[src/rtl/sipo_pkg.sv]
// sipo_pkg: shared definitions for the SIPO deserializer slice.
//   - bit_order_e : first-received-bit placement (MSB or LSB end of the word)
//   - PARITY_EN   : 1 when the build is made with SIPO_PARITY_EN defined
//   - frame_len() : bits per frame (data bits, plus one parity bit if enabled)
//   - cnt_width() : bit-counter width for a given frame length
// Optional feature macro: SIPO_PARITY_EN (trailing even-parity bit per frame).
package sipo_pkg;

  typedef enum logic {
    OrderLsbFirst = 1'b0,
    OrderMsbFirst = 1'b1
  } bit_order_e;

`ifdef SIPO_PARITY_EN
  localparam bit PARITY_EN = 1'b1;
`else
  localparam bit PARITY_EN = 1'b0;
`endif

  function automatic int unsigned frame_len(input int unsigned width, input bit parity);
    return parity ? width + 1 : width;
  endfunction

  // CNT_W = $clog2(FRAME_LEN); never below one bit.
  function automatic int unsigned cnt_width(input int unsigned flen);
    return (flen < 2) ? 1 : $clog2(flen);
  endfunction

endpackage

[src/rtl/sipo_deserializer_if.sv]
// sipo_deserializer_if: serial-side and word-side signals of the deserializer.
//   serial_in, shift_en, frame_clr : serial stream and framing controls
//   par_ready                      : consumer accepts par_out
//   par_out, par_valid             : holding register and its valid flag
//   busy, overrun, parity_err      : status
// Modports: slave (the deserializer), master (the driver/consumer side).
interface sipo_deserializer_if #(
  parameter int unsigned WIDTH = 8
);
  logic             serial_in;
  logic             shift_en;
  logic             frame_clr;
  logic             par_ready;
  logic [WIDTH-1:0] par_out;
  logic             par_valid;
  logic             busy;
  logic             overrun;
  logic             parity_err;

  modport slave (
    input  serial_in, shift_en, frame_clr, par_ready,
    output par_out, par_valid, busy, overrun, parity_err
  );

  modport master (
    output serial_in, shift_en, frame_clr, par_ready,
    input  par_out, par_valid, busy, overrun, parity_err
  );
endinterface

[src/rtl/sipo_shift_core.sv]
// sipo_shift_core: shift register plus bit counter for one frame.
//   clk, rst_n : clock, asynchronous active-low reset
//   serial_in  : serial bit, consumed when shift_en=1
//   shift_en   : bit-valid qualifier
//   frame_clr  : synchronous abort of the partial frame (wins over shift_en)
//   busy       : bit counter is non-zero
//   done       : combinational strobe, the last bit of a frame is taken this cycle
//   word       : completed data word (valid with done), final data bit included
// With PARITY=1 the last bit of a frame is the parity bit; it is not shifted in,
// the parent picks it up from serial_in while done is high.
module sipo_shift_core
  import sipo_pkg::*;
#(
  parameter int unsigned WIDTH     = 8,
  parameter int unsigned MSB_FIRST = 1,
  parameter bit          PARITY    = 1'b0
) (
  input  logic             clk,
  input  logic             rst_n,
  input  logic             serial_in,
  input  logic             shift_en,
  input  logic             frame_clr,
  output logic             busy,
  output logic             done,
  output logic [WIDTH-1:0] word
);

  localparam int unsigned      FRAME_LEN = frame_len(WIDTH, PARITY);
  localparam int unsigned      CNT_W     = cnt_width(FRAME_LEN);
  localparam logic [CNT_W-1:0] CNT_LAST  = CNT_W'(FRAME_LEN - 1);
  localparam bit_order_e       ORDER     = (MSB_FIRST != 0) ? OrderMsbFirst : OrderLsbFirst;

  logic [WIDTH-1:0] sr_q, sr_d, sr_shift;
  logic [CNT_W-1:0] cnt_q, cnt_d;
  logic             last;

  always_comb begin
    sr_shift = (ORDER == OrderMsbFirst) ? {sr_q[WIDTH-2:0], serial_in}
                                        : {serial_in, sr_q[WIDTH-1:1]};
    last     = (cnt_q == CNT_LAST);
    done     = shift_en & ~frame_clr & last;
    // With parity the final bit is the parity bit, so sr already holds the data.
    word     = PARITY ? sr_q : sr_shift;
    busy     = (cnt_q != '0);
  end

  always_comb begin
    sr_d  = sr_q;
    cnt_d = cnt_q;
    if (frame_clr) begin
      sr_d  = '0;
      cnt_d = '0;
    end else if (shift_en) begin
      if (last) begin
        sr_d  = '0;
        cnt_d = '0;
      end else begin
        sr_d  = sr_shift;
        cnt_d = cnt_q + CNT_W'(1);
      end
    end
  end

  always_ff @(posedge clk or negedge rst_n) begin
    if (!rst_n) begin
      sr_q  <= '0;
      cnt_q <= '0;
    end else begin
      sr_q  <= sr_d;
      cnt_q <= cnt_d;
    end
  end

endmodule

[src/rtl/sipo_deserializer.sv]
// sipo_deserializer: serial-in parallel-out receiver with a registered output word.
//   clk, rst_n : clock, asynchronous active-low reset
//   bus        : sipo_deserializer_if.slave
//     serial_in/shift_en/frame_clr in, par_ready in,
//     par_out/par_valid/busy/overrun/parity_err out
// A completed word loads par_out on the edge that takes its last bit. If the
// holding register is still full and not being consumed, the word is dropped
// and the sticky overrun flag is set until frame_clr or reset.
// Optional feature macro: SIPO_PARITY_EN -- each frame carries a trailing
// even-parity bit and parity_err reports the check for the word in par_out.
// Without it parity_err is constant 0.
module sipo_deserializer
  import sipo_pkg::*;
#(
  parameter int unsigned WIDTH     = 8,
  parameter int unsigned MSB_FIRST = 1
) (
  input logic                clk,
  input logic                rst_n,
  sipo_deserializer_if.slave bus
);

  logic             done;
  logic             busy;
  logic [WIDTH-1:0] word;
  logic             load;

  logic [WIDTH-1:0] par_out_q, par_out_d;
  logic             par_valid_q, par_valid_d;
  logic             overrun_q, overrun_d;

  sipo_shift_core #(
    .WIDTH    (WIDTH),
    .MSB_FIRST(MSB_FIRST),
    .PARITY   (PARITY_EN)
  ) u_core (
    .clk      (clk),
    .rst_n    (rst_n),
    .serial_in(bus.serial_in),
    .shift_en (bus.shift_en),
    .frame_clr(bus.frame_clr),
    .busy     (busy),
    .done     (done),
    .word     (word)
  );

  // A completion is accepted if the holding register is free or freed this cycle.
  assign load = done & (~par_valid_q | bus.par_ready);

  always_comb begin
    par_out_d   = par_out_q;
    par_valid_d = par_valid_q;
    overrun_d   = overrun_q;
    if (bus.frame_clr) begin
      overrun_d = 1'b0;
    end
    if (load) begin
      par_out_d   = word;
      par_valid_d = 1'b1;
    end else if (done) begin
      overrun_d = 1'b1;
    end else if (par_valid_q && bus.par_ready) begin
      par_valid_d = 1'b0;
    end
  end

  always_ff @(posedge clk or negedge rst_n) begin
    if (!rst_n) begin
      par_out_q   <= '0;
      par_valid_q <= 1'b0;
      overrun_q   <= 1'b0;
    end else begin
      par_out_q   <= par_out_d;
      par_valid_q <= par_valid_d;
      overrun_q   <= overrun_d;
    end
  end

`ifdef SIPO_PARITY_EN
  logic parity_err_q, parity_err_d;

  // serial_in carries the parity bit in the completing cycle.
  always_comb begin
    parity_err_d = parity_err_q;
    if (load) begin
      parity_err_d = ^{word, bus.serial_in};
    end
  end

  always_ff @(posedge clk or negedge rst_n) begin
    if (!rst_n) begin
      parity_err_q <= 1'b0;
    end else begin
      parity_err_q <= parity_err_d;
    end
  end

  assign bus.parity_err = parity_err_q;
`else
  assign bus.parity_err = 1'b0;
`endif

  assign bus.par_out   = par_out_q;
  assign bus.par_valid = par_valid_q;
  assign bus.overrun   = overrun_q;
  assign bus.busy      = busy;

endmodule

[src/flat_wrapper.sv]
// flat-port wrapper written by rule: the top's interface ports become plain ports
module sipo_deserializer_flat import sipo_pkg::*;
#(
  parameter int unsigned WIDTH     = 8,
  parameter int unsigned MSB_FIRST = 1
)
  (clk, rst_n, bus_serial_in, bus_shift_en, bus_frame_clr, bus_par_ready, bus_par_out, bus_par_valid, bus_busy, bus_overrun, bus_parity_err);
  sipo_deserializer_if #(.WIDTH(WIDTH)) bus_i ();
  input logic clk;
  input logic rst_n;
  input wire logic [$bits(bus_i.serial_in)-1:0] bus_serial_in;
  input wire logic [$bits(bus_i.shift_en)-1:0] bus_shift_en;
  input wire logic [$bits(bus_i.frame_clr)-1:0] bus_frame_clr;
  input wire logic [$bits(bus_i.par_ready)-1:0] bus_par_ready;
  output wire logic [$bits(bus_i.par_out)-1:0] bus_par_out;
  output wire logic [$bits(bus_i.par_valid)-1:0] bus_par_valid;
  output wire logic [$bits(bus_i.busy)-1:0] bus_busy;
  output wire logic [$bits(bus_i.overrun)-1:0] bus_overrun;
  output wire logic [$bits(bus_i.parity_err)-1:0] bus_parity_err;
  assign bus_i.serial_in = bus_serial_in;
  assign bus_i.shift_en = bus_shift_en;
  assign bus_i.frame_clr = bus_frame_clr;
  assign bus_i.par_ready = bus_par_ready;
  assign bus_par_out = bus_i.par_out;
  assign bus_par_valid = bus_i.par_valid;
  assign bus_busy = bus_i.busy;
  assign bus_overrun = bus_i.overrun;
  assign bus_parity_err = bus_i.parity_err;
  sipo_deserializer #(.WIDTH(WIDTH), .MSB_FIRST(MSB_FIRST)) u_core (.clk(clk), .rst_n(rst_n), .bus(bus_i));
endmodule
[config.mk]
export PLATFORM = sky130hd
export DESIGN_NAME = sipo_deserializer_flat
export DESIGN_NICKNAME = d
export VERILOG_FILES = /design/src/rtl/sipo_pkg.sv /design/src/rtl/sipo_deserializer_if.sv /design/src/rtl/sipo_shift_core.sv /design/src/rtl/sipo_deserializer.sv /design/src/flat_wrapper.sv
export SDC_FILE = /design/constraint.sdc
export NUM_CORES = 1
export LEC_CHECK = 0
export ABC_CLOCK_PERIOD_IN_PS = 2200
export CAP_MARGIN = 20
export CORE_MARGIN = 2
export CORE_UTILIZATION = 45
export CTS_CLUSTER_DIAMETER = 60
export DETAILED_ROUTE_END_ITERATION = 10
export GPL_TIMING_DRIVEN = 0
export PLACE_DENSITY_LB_ADDON = 0.25
export REMOVE_ABC_BUFFERS = 1
export SLEW_MARGIN = 20
export SYNTH_ARGS = -nofsm -noshare
export SYNTH_HDL_FRONTEND = slang
export SYNTH_SLANG_ARGS = --single-unit
[constraint.sdc]
create_clock -name clk -period 2.2 [get_ports clk]
set_input_delay 0.55 -clock clk [delete_from_list [all_inputs] [get_ports clk]]
set_output_delay 0.55 -clock clk [all_outputs]
set_load 0.005 [all_outputs]
Word-level counts from Yosys, hierarchy flattened
Cells that the tools add are included.
{ "totals": {"register_bits": 20, "input_bits": 6, "output_inout_bits": 12, "elab_cells": 31} }
{ "classes": {"add_sub_neg": 1, "eq_ne": 2, "muxes": 12, "n_bitwise": 6, "reduce_logical": 5} }
{ "ops": {"columns": ["cell", "count"], "rows": [
  ["$mux 7", 3],
  ["$mux 3", 3],
  ["$mux 1", 6],
  ["$reduce_bool 2->1", 2],
  ["$add 3x1->3 const B", 1],
  ["$and 1x1->1", 3],
  ["$eq 3x3->1 const B", 1],
  ["$reduce_bool 3->1", 1],
  ["$ne 2x1->1 const B", 1],
  ["$not 1->1", 2],
  ["$reduce_and 2->1", 1],
  ["$logic_and 1x1->1", 1],
  ["$or 1x1->1", 1]
]} }

Longest topological paths before layout
Gate-level depths: netlist of the first run.
{ "depth": {"ltp_word": 6, "mapped_depth": 5, "depth_no_buf": 5} }

Hierarchy
Synthesis of the first run repeated with hierarchy kept, for this count alone.
{ "hier_totals": {"hier_cells": 68, "hier_area_um2": 929.6} }
{ "by_module_without_submodules": {"columns": ["module", "instances", "cells_per_inst", "area_per_inst_um2", "seq_area_each_um2"], "rows": [
  ["sipo_shift_core", 1, 42, 505.5, 250.2],
  ["sipo_deserializer", 1, 26, 424.2, 250.2]
]} }

Least setup slack after synthesis of the first run
Ideal clock, no wire load.
{ "synth_path": {"kind": "reg2reg", "startpoint": "register u_core.u_core.cnt_q[0]", "endpoint": "register u_core.par_out_q[0], in the netlist u_core.bus.par_out[0]", "arrival_ps": 1506, "t_required_ps": 2075, "setup_slack_ps": 569, "stages_incl_launch_ff": 6, "path_buffers": 0, "synth_period_minus_slack_ps": 1631, "cell_sequence": "dfrtp_1 ha_1 ha_1 nand2_2 nor3_4 mux2_2"} }
{ "synth_via": {"elab_chain_cells": 3} }
{ "synth_rtl": {"columns": ["element", "line_no", "rtl"], "rows": [
  ["start: declaration", "sipo_shift_core.sv:34", "logic [CNT_W-1:0] cnt_q, cnt_d;"],
  ["start signal: assignment", "sipo_shift_core.sv:70", "cnt_q <= cnt_d;"],
  ["$eq 3x3->1", "sipo_shift_core.sv:40", "last = (cnt_q == CNT_LAST);"],
  ["$and 1x1->1", "sipo_shift_core.sv:41", "done = shift_en & ~frame_clr & last;"],
  ["$and 1x1->1", "sipo_deserializer.sv:48", "assign load = done & (~par_valid_q | bus.par_ready);"],
  ["end signal: assignment", "sipo_deserializer.sv:73", "par_out_q <= par_out_d;"],
  ["end: declaration", "sipo_deserializer.sv:28", "logic [WIDTH-1:0] par_out_q, par_out_d;"]
]} }
No other way between the ends.
A chain may end at the register's enable or synchronous reset.

Worst setup path after layout of the first run
{ "layout_path": {"startpoint": "register u_core.u_core.cnt_q[0]", "endpoint": "output bus_busy"} }
{ "layout_via": {"elab_chain_cells": 1} }
{ "layout_rtl": {"columns": ["element", "line_no", "rtl"], "rows": [
  ["$reduce_bool 3->1", "sipo_shift_core.sv:44", "busy = (cnt_q != '0);"],
  ["end: declaration", "flat_wrapper.sv:17", "output wire logic [$bits(bus_i.busy)-1:0] bus_busy;"]
]} }
No other way between the ends.

==> results of run 1 <==
-- worst max path at each step --
stage	slack [ns]	cells past startpoint	end	start
floorplan	0.57	5	u_core.bus.par_out[0]	u_core.u_core.cnt_q[0]
global placement	-0.34	4	u_core.bus.par_out[1]	bus_shift_en
CTS	0.12	4	bus_busy	u_core.u_core.cnt_q[0]
detailed placement	-0.39	4	u_core.bus.par_out[1]	bus_shift_en
global route	0.05	4	bus_busy	u_core.u_core.cnt_q[0]
finish	0.13	4	bus_busy	u_core.u_core.cnt_q[0]
-- sequential cells by signal, indices dropped and copies added (netlist names) --
register	flops
u_core.bus.par_valid	1
u_core.bus.overrun	1
u_core.u_core.sr_q	7
u_core.u_core.cnt_q	3
u_core.bus.par_out	8
-- cell usage after synthesis, types with 2 or more instances --
master     n  area share (%)
inv_1      2            0.85
mux2_2     8              10
mux2i_1    2             2.3
nand2b_1   8             5.6
buf_4      2             1.7
dfrtp_1   20              56
a21oi_1    7             3.9
nor2_1     4             1.7
ha_1       3             4.2
nand3b_1   7             5.9
-- final cells by class --
cell class | count | area, µm² | share of cell area, %
tap | 27 | 33.8 | 3.05
clock inverter | 1 | 30.0 | 2.71
sequential | 20 | 500 | 45.1
inverter | 2 | 7.51 | 0.677
timing repair buffer | 16 | 159 | 14.3
clock buffer | 3 | 22.5 | 2.03
multi-input combinational | 46 | 355 | 32.1
-- cell families (layout without fill, tap and decap cells) --
logic type,count (synthesis),count (layout)
AND/OR/NAND/NOR,22,22
multiplexers,10,10
AO/OA/AOI/OAI,9,9
other,1,1
adder cells (fa/ha/maj),3,3
XOR/XNOR,1,1
flip-flops,20,20
buffers and inverters,6,22
-- power groups by stage --
stage	registers, mW	clock network (mW)	logic [mW]
after global routing	0.380	0.323	0.0567
after CTS	0.379	0.303	0.0512
final	0.379	0.302	0.0499
after floorplan	0.384	0	0.0179
after detailed placement	0.386	0	0.0512
after global placement	0.385	0	0.0503
-- per-layer routing --
metal  wire length, µm  global-route usage (%)
met5                 0                       0
met4                31                    7.14
met3                53                    4.01
met2               770                    26.2
met1               667                    18.6
-- worst register-to-register path, cell delays in order, from the launching register on --
cell     delay, ns
dfrtp_1       0.41
ha_1          0.17
ha_1          0.32
nand2_2       0.13
nor3_4        0.44
mux2_2        0.39
-- layout by cell type (no fill, tap or decap), drive strengths merged, types with 2 or more instances in the layout --
cell type	count
inv	2
mux2i	2
mux2	8
nand3b	7
a21oi	7
nand2b	8
clkbuf	3
nor2	4
ha	3
clkdlybuf4s50	15
dfrtp	20
-- stage by stage --
stage          std cells  util, %  instance area [µm²]  setup TNS (ns)  worst slack, ns
5_1_grt              115     58.3                 1110               0           0.0536
3_3_place_gp         111     55.6                 1060           -2.68           -0.337
2_1_floorplan         68        -                  863               0            0.569
3_5_place_dp         111     55.6                 1060           -3.06           -0.391
6_report             115     58.3                 1110               0            0.129
4_1_cts              115     58.3                 1110               0            0.117
==> results.sh, run 1 <==
export IMPL_slew_viol_final=0
export IMPL_hpwl_mm=1.03
export IMPL_ys_seq_area_share_pct=56.4
export IMPL_r2r_cells=5
export IMPL_wl_per_cell_um=13.2
export IMPL_drt_wl_total_mm=1.52
export IMPL_vdd_drop_max_mv=0.533
export IMPL_syn_area_um2=887
export IMPL_power_internal_mw=0.581
export IMPL_fmax_ghz=0.483
export IMPL_cts_resized_gates=1
export IMPL_hold_viol_final=0
export IMPL_critPathTopFamily="buffers and inverters"
export IMPL_finalSetupViolCount=0
export IMPL_min_path_type="reg -> reg"
export IMPL_path_cells="inv_1, ha_1, nand2b_1, clkdlybuf4s50_1"
export IMPL_synth_top_family_by_area="simple AND/OR/NAND/NOR gates"
export IMPL_fillers=168
export IMPL_portBuffers=16
export IMPL_worstMarginPinSlew_ns=0.886
export IMPL_grt_start_max_net_pins=21
export IMPL_synthArstFlopShare_pct=100
export IMPL_synthToLayoutAreaGrowth_pct=25.0
export IMPL_synth_main_ff_cell="dfrtp_1"
export IMPL_tritoncts="yes"
export IMPL_slowest_delay_ns=0.49
export IMPL_p_comb_share_pct=6.8
export IMPL_die_area_mm2=0.00234
export IMPL_finalPower_mw=0.731
export IMPL_ys_warn_count=0
export IMPL_crit_buf_inv=2
export IMPL_synth_compound_area_share_pct=5.50
export IMPL_synth_cell_types=19
export IMPL_synth_seq_cells=20
export IMPL_critPathCaptureType="output port"
export IMPL_via_per_inst=5.00
export IMPL_grt_usage_pct=15.5
export IMPL_ant_nets=0
export IMPL_gr_total_overflow=0
export IMPL_p_per_area_mw_per_mm2=659
export IMPL_detail_route_first_pass_iterations=4
export IMPL_finalCritPeriodShare_pct=94.2
export IMPL_h_tree_depth=1
export IMPL_cts_sinks=20
export IMPL_vias=575
export IMPL_nNetsFinal=98
export IMPL_start_kind="register"
export IMPL_cts_hold_buf=0
export IMPL_yosys_area_share_simple_pct=16.5
export IMPL_holdCritStartpoint="u_core.bus.par_out[4]"
export IMPL_r2r_setup_slack_ns=0.23
export IMPL_clk_path_buf_depth=2
export IMPL_antenna_found_initial=0
export IMPL_root_buffer="clkbuf_4"
export IMPL_r2r_start="u_core.u_core.cnt_q[0]"
export IMPL_drt_iter0_drc=12
export IMPL_pwr_share_clk_pct=41.4
export IMPL_cts_reportedPaths_clkPinSlew_ns=0.13
export IMPL_whs_path_depth=1
export IMPL_slew_headroom_pct=40.7
export IMPL_period_needed_ns=2.07
export IMPL_crit_required_ns=1.65
export IMPL_leakage_nw=0.498
export IMPL_antenna_cells=0
export IMPL_sw_frac_of_total_pct=20.5
export IMPL_outcome="finished, final reports clean"
export IMPL_insertion_delay_ns=0.30
export IMPL_rr_endpoint="u_core.bus.par_out[0]"
export IMPL_whs_endpoint="u_core.bus.par_out[4]"
export IMPL_p_seq_share_pct=51.8
export IMPL_path_class="reg -> out"
export IMPL_routabilityCongestion=0.683
export IMPL_numCtsBuffers=3
export IMPL_grt_pass1_vias=616
export IMPL_p_switching_mw=0.150
export IMPL_cpMaxStageDelayCell="clkdlybuf4s50_1"
export IMPL_grt_pass1_wl_mm=2.77
export IMPL_dieWidth_um=48.4
export IMPL_num_rows=16
export IMPL_crit_arrival_ns=1.52
export IMPL_synthXorXnorAreaFrac_pct=0.987
export IMPL_synth_edf_count=0
export IMPL_rsz0062_at_grt="no"
export IMPL_synthMuxAreaShare_pct=12.4
export IMPL_core_mm2=0.00190
export IMPL_cap_violations=0
export IMPL_layout_drive_gt1_share_pct=15.9
export IMPL_start_util_pct=46.6
export IMPL_syn_avg_cell_area_um2=12.3
export IMPL_whs_ns=0.516
export IMPL_fp_dieH_um=48.4
export IMPL_netlist_instances=72
export IMPL_num_io_pins=18
export IMPL_critical_path_max_fanout=3
export IMPL_post_route_drc_count=0
export IMPL_cts_setup_buffers=0
export IMPL_skew_ns=0.0114
export IMPL_synth_adder_area_share_pct=4.23
Power figures use the tool's default switching activity.
==> run 2: changes to the inputs <==
--- a/config.mk
+++ b/config.mk
@@ -5,7 +5,7 @@
 export SDC_FILE = /design/constraint.sdc
 export NUM_CORES = 1
 export LEC_CHECK = 0
-export ABC_CLOCK_PERIOD_IN_PS = 2200
+export ABC_CLOCK_PERIOD_IN_PS = 2600
 export CAP_MARGIN = 20
 export CORE_MARGIN = 2
 export CORE_UTILIZATION = 45
@@ -13,7 +13,7 @@
 export DETAILED_ROUTE_END_ITERATION = 10
 export GPL_TIMING_DRIVEN = 0
 export PLACE_DENSITY_LB_ADDON = 0.25
-export REMOVE_ABC_BUFFERS = 1
+export RECOVER_POWER = 100
 export SLEW_MARGIN = 20
 export SYNTH_ARGS = -nofsm -noshare
 export SYNTH_HDL_FRONTEND = slang
==> constraint.sdc (replaced) <==
create_clock -name clk -period 2.6 [get_ports clk]
set_input_delay 0.65 -clock clk [delete_from_list [all_inputs] [get_ports clk]]
set_output_delay 0.65 -clock clk [all_outputs]
set_load 0.005 [all_outputs]
==> results.sh, run 2 (synthesis gave the netlist of run 1 again) <==
export IMPL_whs_path_depth=1
export IMPL_vdd_drop_max_mv=0.383
export IMPL_num_rows=16
export IMPL_num_io_pins=18
export IMPL_grt_pass1_vias=573
export IMPL_nNetsFinal=101
export IMPL_finalPower_mw=0.540
export IMPL_post_route_drc_count=0
export IMPL_drt_iter0_drc=8
export IMPL_grt_start_max_net_pins=21
export IMPL_p_comb_share_pct=7.8
export IMPL_portBuffers=15
export IMPL_detail_route_first_pass_iterations=4
export IMPL_core_mm2=0.00190
export IMPL_cts_sinks=20
export IMPL_slowest_delay_ns=0.56
export IMPL_numCtsBuffers=3
export IMPL_antenna_found_initial=0
export IMPL_hold_viol_final=0
export IMPL_ant_nets=0
export IMPL_slew_viol_final=0
export IMPL_via_per_inst=5.05
export IMPL_slew_headroom_pct=42.5
export IMPL_crit_required_ns=1.95
export IMPL_critical_path_max_fanout=3
export IMPL_critPathTopFamily="buffers and inverters"
export IMPL_outcome="finished, final reports clean"
export IMPL_crit_arrival_ns=1.56
export IMPL_whs_ns=0.508
export IMPL_p_seq_share_pct=59.3
export IMPL_final_setup_tns_ns=0
export IMPL_fp_dieH_um=48.4
export IMPL_crit_buf_inv=2
export IMPL_synthToLayoutAreaGrowth_pct=23.8
export IMPL_highest_layer="met4"
export IMPL_final_cell_mix="20 x dfrtp_1, 14 x dlygate4sd3_1, 8 x nand2b_1, 8 x mux2_2"
export IMPL_fmax_ghz=0.452
export IMPL_worstMarginPinSlew_ns=0.859
export IMPL_cap_violations=0
export IMPL_clk_path_buf_depth=2
export IMPL_start_util_pct=46.6
export IMPL_drt_wl_total_mm=1.52
export IMPL_antenna_cells=0
export IMPL_root_buffer="clkbuf_4"
export IMPL_largest_reg_flops=8
export IMPL_grt_usage_pct=15.2
export IMPL_start_kind="register"
export IMPL_layout_commonest_cell="dfrtp_1"
export IMPL_rsz0062_at_grt="no"
export IMPL_cpMaxStageDelayCell="dlygate4sd3_1"
export IMPL_critPathCaptureType="output port"
export IMPL_grt_pass1_wl_mm=2.66
export IMPL_r2r_cells=5
export IMPL_cp_depth=4
export IMPL_cts_hold_buf=0
export IMPL_synthesis_nets=81
export IMPL_sw_frac_of_total_pct=22.0
export IMPL_p_per_area_mw_per_mm2=491
export IMPL_min_path_type="reg -> reg"
export IMPL_period_needed_ns=2.21
export IMPL_tritoncts="yes"
export IMPL_wl_met2_um=751
export IMPL_utilization_pct=57.8
export IMPL_hpwl_mm=1.08
export IMPL_gr_total_overflow=0
export IMPL_cts_resized_gates=0
export IMPL_h_tree_depth=1
export IMPL_dieWidth_um=48.4
export IMPL_cts_reportedPaths_clkPinSlew_ns=0.11
export IMPL_layout_drive_gt1_share_pct=17.6
export IMPL_leakage_nw=0.536
export IMPL_vias=596
export IMPL_path_cells="inv_1, ha_1, nand2b_1, dlygate4sd3_1"
export IMPL_pwr_share_clk_pct=32.9
export IMPL_routabilityCongestion=0.677
export IMPL_path_class="reg -> out"
export IMPL_skew_ns=0.000600
export IMPL_met1_length_um=684
export IMPL_route_met3_wl_um=56
export IMPL_cts_setup_buffers=0
export IMPL_insertion_delay_ns=0.30
export IMPL_finalCritPeriodShare_pct=85.0
export IMPL_power_internal_mw=0.421
export IMPL_die_area_mm2=0.00234
export IMPL_finalSetupViolCount=0
export IMPL_wl_per_cell_um=12.8
export IMPL_p_switching_mw=0.119
## run 2: cell types whose count changed in the layout (fill, tap and decap cells not counted)
cell	delta
dlygate4sd2_1	-1
clkdlybuf4s50_1	-14
dlygate4sd3_1	+14
clkbuf_1	+1
bufinv_16	-1
clkbuf_8	+1
nor3_2	+1
nor3_4	-1
buf_4	+2
buf_2	+1
nand2_2	-1
nand2_1	+1
## run 2: worst reg2reg max path: cells and delay by family, from the launching register on
family        cells  cell delay [ns]
simple gates      2             0.71
flops             1             0.40
mux               1             0.41
fa+ha+maj         2             0.45
## run 2: path summary, 6_finish.rpt
| kind | start | end | slack, ns |
|---|---|---|---|
| min reg2reg | u_core.bus.par_out[4] | u_core.bus.par_out[4] | 0.51 |
| min in group asynchronous | rst_n | u_core.bus.par_valid | 0.90 |
| min | u_core.bus.par_out[4] | u_core.bus.par_out[4] | 0.51 |
| max in group asynchronous | rst_n | u_core.bus.par_out[1] | 1.18 |
| max | u_core.u_core.cnt_q[0] | bus_busy | 0.39 |
| max reg2reg | u_core.u_core.cnt_q[0] | u_core.bus.par_out[3] | 0.53 |
## run 2: metrics by stage
step	std cells	worst slack [ns]	cell area, µm²
3_5_place_dp	114	0.462	1070
4_1_cts	118	0.441	1110
2_1_floorplan	72	0.954	887
6_report	118	0.389	1100
3_3_place_gp	114	0.475	1070
5_1_grt	118	0.291	1100
## run 2: area by class of cell
| type | instances | area, µm² |
|---|---|---|
| Tap cell | 27 | 33.8 |
| Buffer | 4 | 23.8 |
| Inverter | 2 | 7.51 |
| Fill cell | 179 | 803 |
| Clock buffer | 4 | 36.3 |
| Multi-Input combinational cell | 46 | 347 |
| Sequential cell | 20 | 500 |
| Timing Repair Buffer | 15 | 150 |
## run 2: power groups by stage
stage	clock network, mW	logic [mW]	registers, mW
2_1_floorplan	0	0.0225	0.325
3_3_place_gp	0	0.0441	0.326
3_5_place_dp	0	0.0455	0.326
4_1_cts	0.182	0.0457	0.320
5_1_grt	0.199	0.0488	0.321
6_report	0.178	0.0420	0.320
## run 2: per-layer routing
layer  GRT usage, %  vias to the layer above
met5              0                        -
met4           10.0                        0
met3           4.01                        3
met2           22.9                       16
met1           19.4                      296
li1               -                      281
